## src/rtl/load_store_unit.sv

```systemverilog
// Load/store unit: turns core load/store requests into word-aligned memory
// transactions, owns the core stall handshake and times out hung accesses.
module load_store_unit #(
  parameter int unsigned TIMEOUT_CYCLES = 255
) (
  input  logic        clk_i,
  input  logic        rst_ni,
  input  logic        core_req_i,
  input  logic        core_we_i,
  input  logic [2:0]  core_size_i,
  input  logic [31:0] core_addr_i,
  input  logic [31:0] core_wd_i,
  output logic [31:0] core_rd_o,
  output logic        core_stall_o,
  output logic [1:0]  core_fault_o,
  output logic        mem_req_o,
  output logic        mem_we_o,
  output logic [3:0]  mem_be_o,
  output logic [31:0] mem_addr_o,
  output logic [31:0] mem_wd_o,
  input  logic [31:0] mem_rd_i,
  input  logic        mem_ready_i
);

  localparam int unsigned CNT_W = (TIMEOUT_CYCLES > 1) ? $clog2(TIMEOUT_CYCLES + 1) : 1;
  localparam logic [CNT_W:0] TO_LIMIT = (CNT_W + 1)'(TIMEOUT_CYCLES);

  localparam logic [1:0] FAULT_OK      = 2'b00;
  localparam logic [1:0] FAULT_ALIGN   = 2'b01;
  localparam logic [1:0] FAULT_TIMEOUT = 2'b10;

  typedef enum logic [1:0] {S_IDLE, S_BUSY, S_DONE} state_e;

  state_e            state_q, state_d;
  logic [CNT_W-1:0]  cnt_q, cnt_d;
  logic              we_q, we_d;
  logic [2:0]        size_q, size_d;
  logic [1:0]        off_q, off_d;
  logic              mem_req_q, mem_req_d;
  logic              mem_we_q, mem_we_d;
  logic [3:0]        mem_be_q, mem_be_d;
  logic [31:0]       mem_addr_q, mem_addr_d;
  logic [31:0]       mem_wd_q, mem_wd_d;
  logic [31:0]       rd_q, rd_d;
  logic [1:0]        fault_q, fault_d;
  logic              stall;
  logic              size_legal;
  logic              misaligned;
  logic [CNT_W:0]    cnt_inc;
  logic              timeout_hit;

  function automatic logic [3:0] lane_mask(input logic [2:0] size, input logic [1:0] off);
    logic [3:0] m;
    case (size[1:0])
      2'b00:   m = 4'b0001 << off;
      2'b01:   m = 4'b0011 << {off[1], 1'b0};
      default: m = 4'b1111;
    endcase
    return m;
  endfunction

  function automatic logic [31:0] lane_replicate(input logic [2:0] size, input logic [31:0] wd);
    logic [31:0] r;
    case (size[1:0])
      2'b00:   r = {4{wd[7:0]}};
      2'b01:   r = {2{wd[15:0]}};
      default: r = wd;
    endcase
    return r;
  endfunction

  // size[2] set selects zero extension (BU/HU)
  function automatic logic [31:0] load_extract(input logic [2:0] size, input logic [1:0] off,
                                               input logic [31:0] word);
    logic [7:0]  b;
    logic [15:0] h;
    logic [31:0] r;
    b = 8'(word >> {off, 3'b000});
    h = off[1] ? word[31:16] : word[15:0];
    case (size[1:0])
      2'b00:   r = size[2] ? {24'b0, b} : {{24{b[7]}}, b};
      2'b01:   r = size[2] ? {16'b0, h} : {{16{h[15]}}, h};
      default: r = word;
    endcase
    return r;
  endfunction

  assign size_legal  = core_size_i inside {3'd0, 3'd1, 3'd2, 3'd4, 3'd5};
  assign misaligned  = ((core_size_i[1:0] == 2'b01) && core_addr_i[0]) ||
                       ((core_size_i == 3'd2) && (core_addr_i[1:0] != 2'b00));
  assign cnt_inc     = {1'b0, cnt_q} + {{CNT_W{1'b0}}, 1'b1};
  assign timeout_hit = (TIMEOUT_CYCLES != 0) && (cnt_inc == TO_LIMIT);

  always_comb begin
    state_d    = state_q;
    cnt_d      = cnt_q;
    we_d       = we_q;
    size_d     = size_q;
    off_d      = off_q;
    mem_req_d  = mem_req_q;
    mem_we_d   = mem_we_q;
    mem_be_d   = mem_be_q;
    mem_addr_d = mem_addr_q;
    mem_wd_d   = mem_wd_q;
    rd_d       = rd_q;
    fault_d    = FAULT_OK;
    stall      = 1'b0;
    case (state_q)
      S_IDLE: begin
        if (core_req_i) begin
          stall = 1'b1;
          if (!size_legal || misaligned) begin
            state_d = S_DONE;
            fault_d = FAULT_ALIGN;
          end else begin
            state_d    = S_BUSY;
            we_d       = core_we_i;
            size_d     = core_size_i;
            off_d      = core_addr_i[1:0];
            mem_req_d  = 1'b1;
            mem_we_d   = core_we_i;
            mem_be_d   = lane_mask(core_size_i, core_addr_i[1:0]);
            mem_addr_d = {core_addr_i[31:2], 2'b00};
            mem_wd_d   = lane_replicate(core_size_i, core_wd_i);
          end
        end
      end
      S_BUSY: begin
        stall = 1'b1;
        // Memory outputs drop together when the access ends, for either cause.
        if (mem_ready_i || timeout_hit) begin
          state_d    = S_DONE;
          cnt_d      = '0;
          mem_req_d  = 1'b0;
          mem_we_d   = 1'b0;
          mem_be_d   = '0;
          mem_addr_d = '0;
          mem_wd_d   = '0;
          if (mem_ready_i) begin
            if (!we_q) rd_d = load_extract(size_q, off_q, mem_rd_i);
          end else begin
            fault_d = FAULT_TIMEOUT;
            rd_d    = '0;
          end
        end else begin
          cnt_d = cnt_inc[CNT_W-1:0];
        end
      end
      S_DONE: begin
        state_d = S_IDLE;
        cnt_d   = '0;
      end
      default: state_d = S_IDLE;
    endcase
    if (!rst_ni) stall = 1'b0;
  end

  always_ff @(posedge clk_i or negedge rst_ni) begin
    if (!rst_ni) begin
      state_q    <= S_IDLE;
      cnt_q      <= '0;
      we_q       <= 1'b0;
      size_q     <= '0;
      off_q      <= '0;
      mem_req_q  <= 1'b0;
      mem_we_q   <= 1'b0;
      mem_be_q   <= '0;
      mem_addr_q <= '0;
      mem_wd_q   <= '0;
      rd_q       <= '0;
      fault_q    <= FAULT_OK;
    end else begin
      state_q    <= state_d;
      cnt_q      <= cnt_d;
      we_q       <= we_d;
      size_q     <= size_d;
      off_q      <= off_d;
      mem_req_q  <= mem_req_d;
      mem_we_q   <= mem_we_d;
      mem_be_q   <= mem_be_d;
      mem_addr_q <= mem_addr_d;
      mem_wd_q   <= mem_wd_d;
      rd_q       <= rd_d;
      fault_q    <= fault_d;
    end
  end

  assign core_rd_o    = rd_q;
  assign core_stall_o = stall;
  assign core_fault_o = fault_q;
  assign mem_req_o    = mem_req_q;
  assign mem_we_o     = mem_we_q;
  assign mem_be_o     = mem_be_q;
  assign mem_addr_o   = mem_addr_q;
  assign mem_wd_o     = mem_wd_q;

endmodule
```

## config.mk

```make
export PLATFORM = sky130hd
export DESIGN_NAME = load_store_unit
export DESIGN_NICKNAME = d
export VERILOG_FILES = /design/src/rtl/load_store_unit.sv
export SDC_FILE = /design/constraint.sdc
export NUM_CORES = 1
export LEC_CHECK = 0
export ABC_AREA = 1
export CAP_MARGIN = 25
export CORE_ASPECT_RATIO = 0.7
export CORE_MARGIN = 2
export CORE_UTILIZATION = 47
export CTS_CLUSTER_SIZE = 40
export DETAILED_ROUTE_END_ITERATION = 16
export PLACE_DENSITY = 0.79
export SLEW_MARGIN = 20
export SYNTH_ARGS = -nofsm -noshare
export SYNTH_HDL_FRONTEND = slang
export SYNTH_SLANG_ARGS = --single-unit
export TNS_END_PERCENT = 1
```

## constraint.sdc

```tcl
create_clock -name clk_i -period 2.4 [get_ports clk_i]
set_input_delay 0.48 -clock clk_i [delete_from_list [all_inputs] [get_ports clk_i]]
set_output_delay 0.48 -clock clk_i [all_outputs]
set_load 0.005 [all_outputs]
```

### Word level (Yosys, flattened, before mapping)

Cells that the tools add are included.

* register bits: 120
* bits of input ports: 104
* output and inout port bits: 105
* word-level logic and storage cells: 88

* $add $sub $neg: 1
* equal/unequal tests: 13
* shifts and indexed selects: 3
* muxes and demuxes: 40
* bitwise logic cells: 1
* reduce and logical (&&, ||, !) cells: 18

Operator list (number)
* two-way mux 32 bit: 9
* case mux 32 bit (2 select lines): 4
* right shift 32 x 5 -> 8 bit: 1
* two-way mux 16 bit: 1
* case mux 4 bit (2 select lines): 2
* case mux 8 bit (2 select lines): 1
* two-way mux 4 bit: 3
* two-way mux 2 bit: 5
* adder 8 x 1 -> 9 bit, second input constant: 1
* == test 9 x 8 -> 1 bit, second input constant: 1
* two-way mux 1 bit: 9
* two-way mux 8 bit: 1
* inequality test 2 bit, second input constant: 4
* case mux 2 bit (2 select lines): 2
* == test 2 x 1 -> 1 bit, second input constant: 3
* == test 3 bit, second input constant: 2
* zero test 2 bit: 3
* case mux 1 bit (2 select lines): 3
* AND reduction 3 bit: 2
* nonzero test 2 bit: 3
* nonzero test 5 bit: 1
* AND reduction 4 bit: 1
* left shift 1 x 2 -> 4 bit, first input constant: 1
* left shift 2 x 2 -> 4 bit, first input constant: 1
* other kinds (9): 12

### Logic depth before layout (Yosys ltp)

Gate-level depths: netlist (run 1).

* depth after elaboration: 7
* mapped depth: 14
* depth with buffers taken out: 12

### Least setup slack after synthesis (run 1)

No wires, ideal clock.

* path kind: register to register
* start point: register cnt_q[1]
* end point: register mem_addr_q[24] (netlist: mem_addr_o[24])
* setup time: 0.117 ns
* arrival time: 1.686 ns
* data required time: 2.283 ns
* slack: 0.597 ns
* stages on the path, launching flop included: 13
* path buffers: 2
* period minus slack after synthesis: 1.803 ns
* cell sequence: dfrtp_1 ha_1 nand3_1 o21ai_1 nand2_1 nor2_1 nand2_2 nand2_4 nand3_2 buf_6 buf_6 nand2_1 nand2_1

* cells in the longest elaborated chain, start to end: 5

Ends and longest elaborated chain
* from (decl): RTL line 35 `logic [CNT_W-1:0] cnt_q, cnt_d;`
* from (signal assigned): RTL line 174 `cnt_q <= cnt_d;`
* adder 8 x 1 -> 9 bit: RTL line 91 `assign cnt_inc = {1'b0, cnt_q} + {{CNT_W{1'b0}}, 1'b1};`
* == test 9 x 8 -> 1 bit: RTL line 92 `assign timeout_hit = (TIMEOUT_CYCLES != 0) && (cnt_inc == TO_LIMIT);`
* logical OR 1 bit: RTL line 131 `if (mem_ready_i || timeout_hit) begin`
* inequality test 2 bit (no source line)
* AND reduction 4 bit (no source line)
* to (signal assigned): RTL line 181 `mem_addr_q <= mem_addr_d;`
* to (decl): RTL line 42 `logic [31:0] mem_addr_q, mem_addr_d;`

Every way passes these cells.
A chain may end at the register's enable or synchronous reset.

### Worst setup path after layout (run 1)

* start point: register cnt_q[1]
* end point: register mem_addr_q[26] (netlist: mem_addr_o[26])

The elaborated chain is that of the path after synthesis.

==> flow_summary.ini, run 1 <==
[placed_design]
port_buffers = 206
dp.cells = 1236
place.gp.congestion = 0.9019
place_ws_ps = 105.6
dp_hpwl_um = 13810

[yosys]
ys_seq_elements = 118
synth_edf_count = 0
synth_cell_types = 27
syn-instance-count = 875
syn_area_um2 = 6366
syn_area_per_cell_um2 = 7.276
ys_warn_count = 0
synth_ff_type = dfrtp_1
async_flop_share_pct = 100.0
synth-seq-area-share_pct = 46.38

[global_route]
grt_max_degree = 64
grt_antenna_before_repair = 0
grt_pass1_vias = 6209
grt_use_total_pct = 27.29
grt_pass1_wl_um = 31330
grt-ovfl-total = 0

[layout]
n_fill_cell = 1098
areaGrowthSynthToFinish_pct = 44.20
final_nets = 1179
diodes = 0
final_common_cell = nand2_1
mostFrequentLayoutCells = nand2_1 (291), clkdlybuf4s50_1 (204), nor2_1 (124)
drive_above_1_share_pct = 6.648
final_cells = 1268

[sta]
worst_slew_pin_slew_ps = 815.0
setup_slack_ps = 255.8
hold_viol = 0
holdWs_ps = 275.4
fin_crit_sh_pct = 89.34
fin_skew_ps = 9.872
setup_viol = 0
slew-limit-headroom_pct = 45.67
rsz0062_at_grt = false
report.final.slew_viol_count = 0
totalNegativeSetupSlack_ps = 0
clock.fmax_mhz = 466.4
min_period_ps = 2144

[routing]
vias_per_cell = 5.233
drc_errors = 0
firstDrtPassIters = 6
num_vias = 6635
wl_per_cell_um = 15.41
dr.first_iter.drc_count = 560
routed_wl_um = 19540
ant_nets = 0

[clock_network]
root_buffer = clkbuf_16
cts.clk_slew.worst_paths_ps = 60
clockBufferDepth = 2
htreeDepth = 4
numCtsBuffers = 17
cts_sinks = 118
clk_latency_ps = 410
cts_tree = built

[setup_path]
critPathCaptureType = register
timing.rr.start = cnt_q[1]
worstPathArrival_ps = 2480
path_class = register to register
cp.required_ps = 2740
start_kind = register
timing.rr.end = mem_addr_o[26]
crit_fanout = 35
r2r_setup_slack_ps = 260
reg2reg_depth = 10

[power]
p_leak_nw = 4.481
powerDensity_nw_per_um2 = 1231
clock_power_share_pct = 22.1
vdd_drop_max_mv = 0.6354
p_switching_mw = 4.233
swShare_pct = 37.45
p_comb_share_pct = 47.4
intPower_mw = 7.070
power.share.sequential_pct = 30.5

[floorplanning]
io_pins = 209
die_h_um = 101.4
die_area_um2 = 14510
core_um2 = 13180
num_rows = 35
start_util_pct = 48.30
die_x_um = 143.1

[worst_hold_path]
hp-class = input pin to async pin

[job]
drv_cap = 0

[run_status]
status = complete, no violations
==> sequential cells by signal, summed over array words and instances (netlist names) <==
name          count
core_rd_o        32
mem_wd_o         32
mem_addr_o       30
cnt_q             8
mem_be_o          4
size_q            3
core_fault_o      2
off_q             2
state_q           2
mem_req_o         1
mem_we_o          1
we_q              1
==> power by group through the flow <==
stage               Clock, mW  Sequential (mW)  Combinational (mW)
floorplan                   0             3.43                2.70
global placement            0             3.44                5.25
detailed placement          0             3.45                5.35
CTS                      2.54             3.45                5.37
global route             2.63             3.55                5.97
finish                   2.49             3.45                5.36
==> layout make-up <==
cell class | count | area, um^2 | area share [%]
flip-flops and latches | 118 | 2953 | 32.17
clock buffers | 22 | 464.2 | 5.057
inverters | 74 | 277.8 | 3.026
multi-input cells | 627 | 2849 | 31.03
repair buffers | 232 | 2282 | 24.86
well taps | 185 | 231.5 | 2.521
clock inverters | 10 | 122.6 | 1.336
==> cells by family after synthesis <==
family	Yosys count	share of synthesized area, %
and+or+nand+nor	528	35.16
other	1	0.05891
AOI/OAI and AO/OA	92	8.392
adders and majority gates	5	0.9827
buffers and inverters	131	9.021
DFF	118	46.38
==> routing by layer <==
layer	GRT usage, %	share of wire [%]	vias to the layer above
met1	39.41	46	3105
met3	5.816	7.9	21
met2	42.22	45	280
li1	-	-	3229
met4	7.007	0.98	0
met5	0	0	-
==> stage by stage <==
step / util (%) / power (mW) / area [um^2]
5_1_grt: 69.64 / 12.15 / 9180
3_5_place_dp: 65.17 / 8.802 / 8591
4_1_cts: 69.62 / 11.35 / 9176
3_3_place_gp: 65.17 / 8.688 / 8591
2_1_floorplan: - / 6.130 / 6370
6_report: 69.64 / 11.30 / 9180
==> worst max path at each step <==
stage,start,endpoint,slack (ps)
6_report,cnt_q[1],mem_addr_o[26],260
5_1_grt,cnt_q[1],mem_addr_o[23],40
4_1_cts,state_q[0],core_stall_o,220
3_5_place_dp,core_addr_i[0],mem_addr_o[26],110
3_3_place_gp,core_size_i[0],mem_be_o[0],160
2_1_floorplan,cnt_q[1],mem_addr_o[24],600
==> critical path: stages (launching register included) <==
cell and delay, ps:
dfrtp_1 430, ha_1 280, nand3_1 120, o21ai_1 170
nand2_1 70, nor2_1 160, nand2_2 130, nand2_4 110
buf_4 350, nand4_1 150, nand2_1 100
==> timing repair <==
item | in CTS | in global routing
resized for setup | 1 | 1
hold buffers | 0 | 0
setup buffers | 0 | 0
endpoints found under the setup margin | 1 | 1
gates cloned | 0 | 0
==> synth_stat cells, types with 6 or more instances <==
cell type	number	area (um^2)
a211oi_1	8	60.06
a21oi_1	16	80.08
buf_2	18	90.09
buf_6	6	67.56
clkbuf_1	29	108.9
dfrtp_1	118	2953
inv_1	68	255.2
nand2_1	292	1096
nand3_1	32	160.2
nand4_1	69	431.7
nor2_1	124	465.5
o211ai_1	10	75.07
o21ai_0	32	160.2
o21ai_1	7	35.03
o22ai_1	15	93.84
No activity file was read; power rests on OpenSTA's default activity.
==> inputs of run 2 (changes only) <==
--- a/config.mk
+++ b/config.mk
@@ -9,11 +9,11 @@
 export CAP_MARGIN = 25
 export CORE_ASPECT_RATIO = 0.7
 export CORE_MARGIN = 2
-export CORE_UTILIZATION = 47
+export CORE_UTILIZATION = 48
+export CTS_BUF_LIST = sky130_fd_sc_hd__clkbuf_8
 export CTS_CLUSTER_SIZE = 40
 export DETAILED_ROUTE_END_ITERATION = 16
-export PLACE_DENSITY = 0.79
-export SLEW_MARGIN = 20
+export PLACE_DENSITY = 0.8
 export SYNTH_ARGS = -nofsm -noshare
 export SYNTH_HDL_FRONTEND = slang
 export SYNTH_SLANG_ARGS = --single-unit
==> flow_summary.ini, run 2 (same netlist as run 1, synthesis figures left out) <==
[setup_path]
critPathCaptureType = register
path_class = register to register
timing.rr.start = cnt_q[1]
timing.rr.end = mem_addr_o[25]
start_kind = register
reg2reg_depth = 13
r2r_setup_slack_ps = 190
worstPathArrival_ps = 2530
cp.required_ps = 2710
crit_fanout = 18

[clock_network]
htreeDepth = 4
ctsHoldBuffers = 0
root_buffer = clkbuf_8
numCtsBuffers = 17
cts_tree = built
cts.clk_slew.worst_paths_ps = 70
clockBufferDepth = 2
cts_sinks = 118
clk_latency_ps = 430

[placed_design]
port_buffers = 206
dp_hpwl_um = 13820
placed_area_um2 = 8602
place.gp.congestion = 0.9408

[sta]
rsz0062_at_grt = false
hold_viol = 0
clock.fmax_mhz = 451.9
min_period_ps = 2213
totalNegativeSetupSlack_ps = 0
fin_skew_ps = 12.20
fin_crit_sh_pct = 92.20
worst_slew_pin_slew_ps = 816.9
report.final.slew_viol_count = 0
slew-limit-headroom_pct = 45.54
setup_viol = 0

[routing]
ant_nets = 0
wl_per_cell_um = 15.38
routed_wl_um = 19270
dr.first_iter.drc_count = 701
vias_per_cell = 5.251
wl_met3_um = 1877
highest-signal-layer = met4
wl_met2_um = 8297
met1Wirelength_um = 8779
drc_errors = 0
firstDrtPassIters = 5
num_vias = 6580

[power]
total_power_mw = 10.97
vdd_drop_max_mv = 0.6055
powerDensity_nw_per_um2 = 1207
p_leak_nw = 4.467

[layout]
final_nets = 1183
final_common_cell = nand2_1
n_fill_cell = 1086
areaGrowthSynthToFinish_pct = 42.69
mostFrequentLayoutCells = nand2_1 (291), clkdlybuf4s50_1 (204), nor2_1 (124)
finalInstanceArea_um2 = 9084
diodes = 0
drive_above_1_share_pct = 7.360

[floorplanning]
die_h_um = 100.4
num_rows = 35
start_util_pct = 48.78
die_x_um = 141.6
io_pins = 209
core_um2 = 13050
die_area_um2 = 14210

[global_route]
grt_max_degree = 65
grt_pass1_vias = 5966
grt-ovfl-total = 0
grt_use_total_pct = 27.30
grt_antenna_before_repair = 0
grt_pass1_wl_um = 30470

[job]
drv_cap = 0

[worst_hold_path]
hp-class = input pin to async pin

[run_status]
status = complete, no violations
[run 2: cell types whose count changed in the layout (fill, tap and decap cells not counted), moves of 3 or more]
cell	before	now
clkbuf_16	17	0
clkbuf_8	2	19
buf_4	24	28
bufinv_16	2	5
clkbuf_1	3	0
[run 2: how the worst max path moves through the flow]
| stage | startpoint | end | slack, ps |
|---|---|---|---|
| after floorplan | cnt_q[1] | mem_addr_o[24] | 600 |
| after global placement | core_req_i | core_stall_o | -30 |
| after detailed placement | core_req_i | core_stall_o | -10 |
| after CTS | state_q[0] | core_stall_o | 20 |
| after global routing | cnt_q[1] | mem_addr_o[22] | 40 |
| final | cnt_q[1] | mem_addr_o[25] | 190 |
[run 2: cell type report]
class,instances,area (um^2),share of cell area (%)
repair buffers,236,2325,25.59
multi-input cells,627,2855,31.43
inverters,74,277.8,3.058
clock buffers,19,261.5,2.879
clock inverters,13,203.9,2.245
flip-flops and latches,118,2953,32.51
well taps,166,207.7,2.286
[run 2: what timing repair did]
| action | 4_1_cts | 5_1_grt |
|---|---|---|
| hold endpoints to repair | 0 | 0 |
| pin swaps | 0 | 0 |
| resized for setup | 3 | 1 |
| setup buffers | 1 | 0 |
| cloned | 0 | 0 |
| endpoints found under the setup margin | 1 | 1 |
[run 2: where the power goes]
group | total, mW | switching (mW) | internal [mW]
registers | 3.40 | 0.510 | 2.89
logic | 5.46 | 2.81 | 2.65
clock network | 2.11 | 0.821 | 1.29
[run 2: metrics by stage]
stage          cells  setup slack (ps)  util (%)  hold slack (ps)
3_3_place_gp    1220            -25.07     65.92            453.6
5_1_grt         1253             36.28     69.61            254.1
3_5_place_dp    1220            -12.95     65.92            457.6
6_report        1253             187.3     69.61            226.0
4_1_cts         1253             20.16     69.59            248.1
2_1_floorplan    876             597.1         -            184.4
[run 2: worst max-delay path: stages (launching register included)]
cell and delay [ps]:
dfrtp_1 440, ha_1 270, inv_1 60, nand2_1 80
nand2_1 50, nor2_1 90, nand3_1 90, nor2_1 140
nand2_2 120, nand2_4 200, nand3_2 190, buf_4 250
nand2_1 80, nand2_1 50
[run 2: layer usage]
metal	vias to the layer above	global-route usage, %
met1	2997	39.33
met5	-	0
li1	3224	-
met3	32	8.349
met4	0	8.231
met2	327	39.77
==> inputs of run 3 (changes only) <==
--- a/config.mk
+++ b/config.mk
@@ -9,11 +9,12 @@
 export CAP_MARGIN = 25
 export CORE_ASPECT_RATIO = 0.7
 export CORE_MARGIN = 2
-export CORE_UTILIZATION = 48
+export CORE_UTILIZATION = 35
 export CTS_BUF_LIST = sky130_fd_sc_hd__clkbuf_8
 export CTS_CLUSTER_SIZE = 40
 export DETAILED_ROUTE_END_ITERATION = 16
-export PLACE_DENSITY = 0.8
+export PLACE_DENSITY = 0.61
+export REMOVE_ABC_BUFFERS = 1
 export SYNTH_ARGS = -nofsm -noshare
 export SYNTH_HDL_FRONTEND = slang
 export SYNTH_SLANG_ARGS = --single-unit
==> flow_summary.ini, run 3 (same netlist as run 1, synthesis figures left out) <==
[sta]
fin_crit_sh_pct = 92.80
rsz0062_at_grt = false
slew-limit-headroom_pct = 57.94
fin_skew_ps = 16.08
min_period_ps = 2227
holdWs_ps = 139.7
worst_slew_pin_slew_ps = 630.8
report.final.slew_viol_count = 0
hold_viol = 0
setup_viol = 0
clock.fmax_mhz = 449.0
totalNegativeSetupSlack_ps = 0

[power]
swShare_pct = 39.77
power.share.sequential_pct = 31.6
powerDensity_nw_per_um2 = 1176
p_comb_share_pct = 50.5
p_switching_mw = 4.284
intPower_mw = 6.490
vdd_drop_max_mv = 0.5041
total_power_mw = 10.77
p_leak_nw = 4.454
clock_power_share_pct = 17.8

[routing]
wl_per_cell_um = 15.22
ant_nets = 0
vias_per_cell = 4.833
num_vias = 6408
firstDrtPassIters = 5
drc_errors = 0
routed_wl_um = 20180
dr.first_iter.drc_count = 547

[setup_path]
critPathCaptureType = primary output
path_class = register to primary output
critPathMaxStageDelay_ps = 390
crit_buf_inv = 2
timing.rr.start = cnt_q[1]
start_kind = register
crit_chain = inv_1 -> ha_2 -> nand2_1 -> a21boi_0 -> dlygate4sd2_1
path_depth = 5
worstPathArrival_ps = 1750
crit_slowest_cell = dfrtp_1
crit_fanout = 4
reg2reg_depth = 11
cp.required_ps = 1920
critical_path.top_delay_family = flip-flops
crit_path_start = state_q[1]

[floorplanning]
die_h_um = 116.8
start_util_pct = 35.56
num_rows = 41
die_area_um2 = 19300
die_x_um = 165.2
io_pins = 209
core_um2 = 17900

[job]
drv_cap = 0

[placed_design]
placed_area_um2 = 8745
place.gp.congestion = 0.8569
port_buffers = 206
dp_hpwl_um = 14130

[layout]
areaGrowthSynthToFinish_pct = 43.89
drive_above_1_share_pct = 7.615
diodes = 0
final_common_cell = nand2_1
multi_input_area_um2 = 2851
n_fill_cell = 1767
final_util_pct = 51.16
final_nets = 1186
seq_area_um2 = 2953
finalInstanceArea_um2 = 9160
mostFrequentLayoutCells = nand2_1 (291), clkdlybuf4s50_1 (204), nor2_1 (124)

[global_route]
grt_max_degree = 119
grt_pass1_vias = 5856
grt_pass1_wl_um = 32020
grt_antenna_before_repair = 1
grt_use_total_pct = 21.38
grt-ovfl-total = 0

[clock_network]
numCtsBuffers = 17
cts_sinks = 118
root_buffer = clkbuf_8
cts.clk_slew.worst_paths_ps = 90
htreeDepth = 4
ctsHoldBuffers = 0
clockBufferDepth = 2
cts_tree = built
clk_latency_ps = 440

[worst_hold_path]
hp-class = input pin to async pin

[run_status]
status = complete, no violations
[run 3: final timing paths]
| kind | to | slack [ps] |
|---|---|---|
| worst max-delay path | core_stall_o | 170 |
| worst min-delay path | state_q[0] | 140 |
| worst max register to register | core_rd_o[1] | 320 |
| worst min register to register | mem_wd_o[10] | 470 |
| max in group asynchronous | mem_addr_o[16] | 1790 |
| min in group clk_i | mem_wd_o[10] | 470 |
[run 3: power by group through the flow]
stage / Sequential (mW) / Clock, mW / Combinational (mW)
after floorplan: 3.49 / 0 / 2.39
after global placement: 3.44 / 0 / 5.42
after detailed placement: 3.43 / 0 / 5.48
after CTS: 3.41 / 1.98 / 5.48
after global routing: 3.52 / 2.08 / 6.06
final: 3.41 / 1.92 / 5.44
[run 3: area by class of cell]
type / count / share of cell area, %
sequential: 118 / 32.24
inverter: 74 / 3.032
clock buffer: 17 / 2.554
timing repair buffer: 239 / 25.86
clock inverter: 15 / 1.967
tap: 236 / 3.224
multi-input combinational: 627 / 31.13
[run 3: layer usage]
layer	vias up	routed length [um]	part of all wire, %	global-route usage, %
met1	2971	9821	49	32.37
met4	2	260	1.3	6.087
met3	17	1143	5.7	4.827
met5	-	13	0.064	0
li1	3232	-	-	-
met2	186	8944	44	30.42
[run 3: worst register-to-register path, stage by stage (launching register included)]
cell,delay [ps]
dfrtp_1,440
ha_1,260
nand3_1,110
o21ai_1,170
nand2_1,70
nor2_1,150
nand2_2,130
nand2_4,80
nand2_2,40
buf_4,270
nand2_1,120
o21ai_0,90
[run 3: metrics by stage]
stage,setup WS [ps],instances
after global placement,114.3,1294
after floorplan,-1672,819
after global routing,11.40,1326
final,172.9,1326
after detailed placement,71.34,1294
after CTS,140.6,1326
[run 3: repair_timing]
| item | CTS | global route |
|---|---|---|
| gates resized for setup | 2 | 0 |
| setup buffers | 0 | 0 |
| endpoints found under the setup margin | 1 | 0 |
